File: src/rtl/sipo_deserializer.sv
// Serial-in parallel-out deserializer, LSB first.
// One-entry output buffer with overrun and frame-error reporting.
module sipo_deserializer #(
    parameter int DATA_WIDTH = 16
) (
    input  logic                  clk,
    input  logic                  resetn,
    input  logic                  din,
    input  logic                  din_valid,
    input  logic                  frame_start,
    output logic [DATA_WIDTH-1:0] dout,
    output logic                  dout_valid,
    input  logic                  dout_ready,
    output logic                  overrun,
    output logic                  frame_err,
    output logic [7:0]            drop_cnt
);

    localparam int CW = $clog2(DATA_WIDTH);
    localparam logic [CW-1:0] LAST = CW'(DATA_WIDTH - 1);

    typedef enum logic {
        IDLE,
        SHIFT
    } state_t;

    state_t                state;
    logic [CW-1:0]         cnt;
    logic [DATA_WIDTH-1:0] shreg;
    logic [DATA_WIDTH-1:0] shifted;
    logic                  restart;
    logic                  complete;
    logic                  can_load;

    // Shift register contents after capturing the current bit.
    assign shifted = {din, shreg[DATA_WIDTH-1:1]};

    // A valid frame_start always begins a new word at bit 0.
    assign restart = din_valid && frame_start;

    // The word completes when the last bit lands with no resync.
    assign complete = (state == SHIFT) && din_valid &&
                      !frame_start && (cnt == LAST);

    // Buffer accepts a new word if empty or draining this cycle.
    assign can_load = !dout_valid || dout_ready;

    // Framing FSM, shift register, output buffer and event pulses.
    always_ff @(posedge clk or negedge resetn) begin
        if (!resetn) begin
            state      <= IDLE;
            cnt        <= '0;
            shreg      <= '0;
            dout       <= '0;
            dout_valid <= 1'b0;
            overrun    <= 1'b0;
            frame_err  <= 1'b0;
            drop_cnt   <= '0;
        end else begin
            overrun   <= 1'b0;
            frame_err <= 1'b0;

            if (dout_valid && dout_ready) begin
                dout_valid <= 1'b0;
            end

            case (state)
                IDLE: begin
                    if (restart) begin
                        shreg <= shifted;
                        cnt   <= CW'(1);
                        state <= SHIFT;
                    end
                end
                SHIFT: begin
                    if (din_valid) begin
                        // Stale bits of an aborted word are shifted
                        // out before the new word can complete.
                        shreg <= shifted;
                        if (frame_start) begin
                            frame_err <= 1'b1;
                            cnt       <= CW'(1);
                        end else if (cnt == LAST) begin
                            cnt   <= '0;
                            state <= IDLE;
                        end else begin
                            cnt <= cnt + CW'(1);
                        end
                    end
                end
                default: begin
                    state <= IDLE;
                    cnt   <= '0;
                end
            endcase

            if (complete) begin
                if (can_load) begin
                    dout       <= shifted;
                    dout_valid <= 1'b1;
                end else begin
                    overrun <= 1'b1;
                    if (drop_cnt != 8'hFF) begin
                        drop_cnt <= drop_cnt + 8'd1;
                    end
                end
            end
        end
    end

endmodule

File: config.mk
export PLATFORM = sky130hd
export DESIGN_NAME = sipo_deserializer
export DESIGN_NICKNAME = d
export VERILOG_FILES = /design/src/rtl/sipo_deserializer.sv
export SDC_FILE = /design/constraint.sdc
export NUM_CORES = 1
export LEC_CHECK = 0
export ABC_CLOCK_PERIOD_IN_PS = 2400
export CORE_MARGIN = 2
export CORE_UTILIZATION = 56
export CTS_BUF_LIST = sky130_fd_sc_hd__clkbuf_8 sky130_fd_sc_hd__clkbuf_16
export DETAILED_ROUTE_END_ITERATION = 16
export PLACE_DENSITY_LB_ADDON = 0.08
export REMOVE_ABC_BUFFERS = 1
export SKIP_LAST_GASP = 1
export SLEW_MARGIN = 20
export SYNTH_ARGS = -nofsm -noshare
export SYNTH_HDL_FRONTEND = slang
export SYNTH_SLANG_ARGS = --single-unit
File: constraint.sdc
create_clock -name clk -period 2.4 [get_ports clk]
set_input_delay 0.24 -clock clk [delete_from_list [all_inputs] [get_ports clk]]
set_output_delay 0.24 -clock clk [all_outputs]
set_load 0.01 [all_outputs]
After elaboration in Yosys (flattened, before gate mapping)

Cells that the tools add are included.

Equality and inequality tests: 4
Mux-type cells: 21
Reductions and logical operators: 11
Bitwise operators: 2
Add/subtract/negate cells: 2

Operators with widths:

| operator                                                      | count |
|---|---|
| 16-bit two-way mux                                            | 2 |
| 16-bit case mux with 2 select lines                           | 1 |
| 4-bit two-way mux                                             | 4 |
| 1-bit two-way mux                                             | 12 |
| 8-bit by 1-bit adder with 8-bit output, second input constant | 1 |
| 8-bit inequality test, second input constant                  | 1 |
| 4-bit case mux with 2 select lines                            | 1 |
| 1-bit logical AND                                             | 5 |
| 4-bit by 1-bit adder with 4-bit output, second input constant | 1 |
| 4-bit equality test, second input constant                    | 1 |
| 2-bit inequality test, second input constant                  | 2 |
| 2-bit AND reduction                                           | 2 |
| 3-bit AND reduction                                           | 1 |
| 1-bit logical NOT                                             | 2 |
| 1-bit NOT                                                     | 2 |
| 1-bit case mux with 2 select lines                            | 1 |
| 1-bit logical OR                                              | 1 |

Bits of input ports: 6
Register bits: 48
Logic and storage cells: 48
Output and inout port bits: 27

Longest topological paths before layout

Depth after elaboration: 5
Depth in mapped cells: 7
Depth with buffers taken out: 5

Worst setup path after synthesis

Ideal clock, no wire load.

Kind: register -> register
Start point: register cnt[0]
End point: register dout[0]
Clock period less this slack: 1.673 ns
Buffers on the path: 2
Stages on the path, launching flop included: 8
Data arrival time: 1.548 ns
Setup slack: 0.727 ns
Required time: 2.275 ns
Setup time: 0.125 ns
Cells stage by stage: dfrtp_1 ha_1 and3_1 buf_2 nand2_4 nor2_8 buf_8 mux2_4

Longest elaborated chain between the ends: 3

RTL lines:

| item                                 | RTL line | source |
|---|---|---|
| from (decl)                          | 28       | `logic [CW-1:0] cnt;` |
| from (signal assigned)               | 87       | `cnt <= cnt + CW'(1);` |
| 4-bit equality test                  | 43       | `!frame_start && (cnt == LAST);` |
| 1-bit logical AND                    | 43       |  |
| 2-bit AND reduction (no source line) | --       |  |
| to (signal assigned)                 | 99       | `dout <= shifted;` |
| to (decl)                            | 11       | `output logic [DATA_WIDTH-1:0] dout,` |

No other way between the ends.
A chain may end at the register's enable or synchronous reset.

Final worst setup path

Start point: register cnt[0]
End point: register dout[6]

The elaborated chain is that of the path after synthesis.

==> impl_metrics.toml <==
[floorplan]
io_pins = 33
num_rows = 21
initial_core_util = 0.585
dieArea_um2 = 4000
core-area_um2 = 3360
die_h_um = 63.3
dieWidth_um = 63.3

[power_and_ir_drop]
power_density_nw_per_um2 = 666
peakVddDrop_mv = 0.624
power_leakage_nw = 1.13

[grt]
grt_overflow_total = 0
grt_max_degree = 32
antenna_found_initial = 0
grt_pass1_wl_mm = 5.78
grt_pass1_vias = 1257
grt_use_total = 0.186

[finish]
fillers = 253
diodes = 0
nets = 181
drive_above_1_share = 0.289
seqCellArea_um2 = 1180
multi_input_area_um2 = 748
area_growth_pct = 23.2

[synthesis]
synthArstFlopShare = 1.00
syn_avg_cell_area_um2 = 14.7
ys_types = 30
syn_area_um2 = 1970
synth_edf_count = 0
yosys.area.top_type_share = 0.598
syn_inst = 134
ys_top_cells_by_count = "47 x dfrtp_1, 22 x mux2_2, 10 x mux2_4"
synth-main-ff-cell = "dfrtp_1"
synth_most_common_cell = "dfrtp_1"
yosysTopAreaCell = "dfrtp_1"
synth_seq_cells = 47
seq_area_frac_synth = 0.598
yosys_warnings = 0
ys_top_cells_by_area = "dfrtp_1 60%, mux2_2 13%, mux2_4 7.6%"

[clocking]
path_clk_slew_ns = 0.08
ctsResizeCount = 0
clk_latency_ns = 0.29
cts_inserted_buffers = 5
clk_path_buf_depth = 2
root_buffer = "clkbuf_8"
cts_setup_buffers = 0
cts_tree = "done"
cts_num_sinks = 47
htreeDepth = 2

[timing]
fmax_mhz = 512
fin_crit_ns = 1.95
max-slew-margin-rel = 0.747
slew_violations = 0
finalWorstSetupSlack_ns = 0.446
grt_setup_unrepaired = "no"
setup_tns_ns = 0
post-route-period-util = 0.814
skew_ns = 0.00605
finalHoldViolCount = 0
finalSetupViolations = 0
tightest_slew_ns = 0.380

[place]
dp_hpwl_mm = 2.30
globalplace.congestion = 0.751
port_buffers = 32
place_ws_ns = 0.381

[job]
drv_cap = 0

[worst_hold_path]
min_path_type = "in2async"

[setup_path]
worst-setup-path-type = "reg2reg"
worstSetupStartpointType = "flop"
critPathMaxFanout = 16
worstRegToRegCells = 5
r2r_slack_ns = 0.45
crit_path_end_kind = "flop"
crit_required_ns = 2.57
crit_arrival_ns = 2.13

[outcome]
status = "completed"

[detailed_routing]
viasPerCell = 5.27
num_vias = 1154
dr.pass1.iters = 4
drtIter0Drc = 29
routedWlPerCell_um = 15.1
wl_mm = 3.30
ant_nets = 0
drc = 0
-- routing by layer --
layer	vias up	GRT usage	routed length (µm)
li1	544	-	-
met1	586	0.223	1450
met2	22	0.332	1720
met3	2	0.0393	105
met4	0	0.0652	19
met5	-	0	0
-- worst paths after layout --
kind,end,startpoint
min in group clk,drop_cnt[6],drop_cnt[6]
setup reg to reg,dout[6],cnt[0]
hold / removal,frame_err,resetn
setup / recovery,dout[6],cnt[0]
max in group asynchronous,shreg[8],resetn
hold reg to reg,drop_cnt[6],drop_cnt[6]
-- sequential cells by signal (all words and copies together) (netlist names) --
name        flops
drop_cnt        8
dout_valid      1
cnt             4
shreg          15
dout           16
frame_err       1
state           1
overrun         1
-- per-stage QoR --
step | utilization | hold slack [ns] | area, µm² | power [W] | cells
after global placement | 0.692 | 0.172 | 2330 | 0.00115 | 211
after CTS | 0.721 | 0.403 | 2420 | 0.00163 | 219
after detailed placement | 0.692 | 0.175 | 2330 | 0.00117 | 211
after floorplan | - | -0.0556 | 1930 | 0.00109 | 130
after global routing | 0.721 | 0.415 | 2420 | 0.00170 | 219
final | 0.721 | 0.390 | 2420 | 0.00161 | 219
-- layout by cell type, fill, tap and decap left out, types with 3 or more instances in the layout --
cell             synthesis  final
mux2_4                  10     10
nand2_1                  6      6
nand3_1                  4      4
clkdlybuf4s50_1          0     31
nor2_1                   3      3
dfrtp_1                 47     47
clkbuf_8                 0      6
o21ai_0                  5      5
xor2_1                   6      6
nor3_1                   3      3
mux2_2                  22     22
buf_4                    0      3
a21oi_1                  3      3
-- kinds of logic (layout without fill, tap and decap cells) --
group	Yosys count	after routing	synth area share
XOR/XNOR	7	7	0.0312
AND/OR/NAND/NOR	27	27	0.0839
multiplexers	32	32	0.202
adder cells (fa/ha/maj)	2	2	0.0127
flip-flops	47	47	0.598
buffers and inverters	6	45	0.0222
AO/OA/AOI/OAI	13	13	0.0502
-- cell type report --
class	instances	share of cell area
sequential	47	0.485
multi-input combinational	81	0.309
timing repair buffer	36	0.143
clock buffer	6	0.0341
tap	46	0.0237
inverter	2	0.00310
clock inverter	1	0.00206
-- critical path, cell delays in order, from the launching register on --
cell	delay, ns
dfrtp_1	0.43
ha_1	0.24
and3_1	0.35
nand2_4	0.11
nor2_8	0.31
mux2_2	0.38
-- power by group --
part           switching (W)  internal, W  total [W]  leakage, nW
combinational      0.0000622     0.000107   0.000169        0.473
clock               0.000237     0.000226   0.000463       0.0470
sequential         0.0000804     0.000902   0.000983        0.614
total               0.000379      0.00124    0.00161         1.13
-- timing repair --
action | CTS | global route
endpoints found under the setup margin | 0 | 0
hold buffers | 1 | 0
hold endpoints to repair | 16 | 0
(Power assumes the default switching activity.)
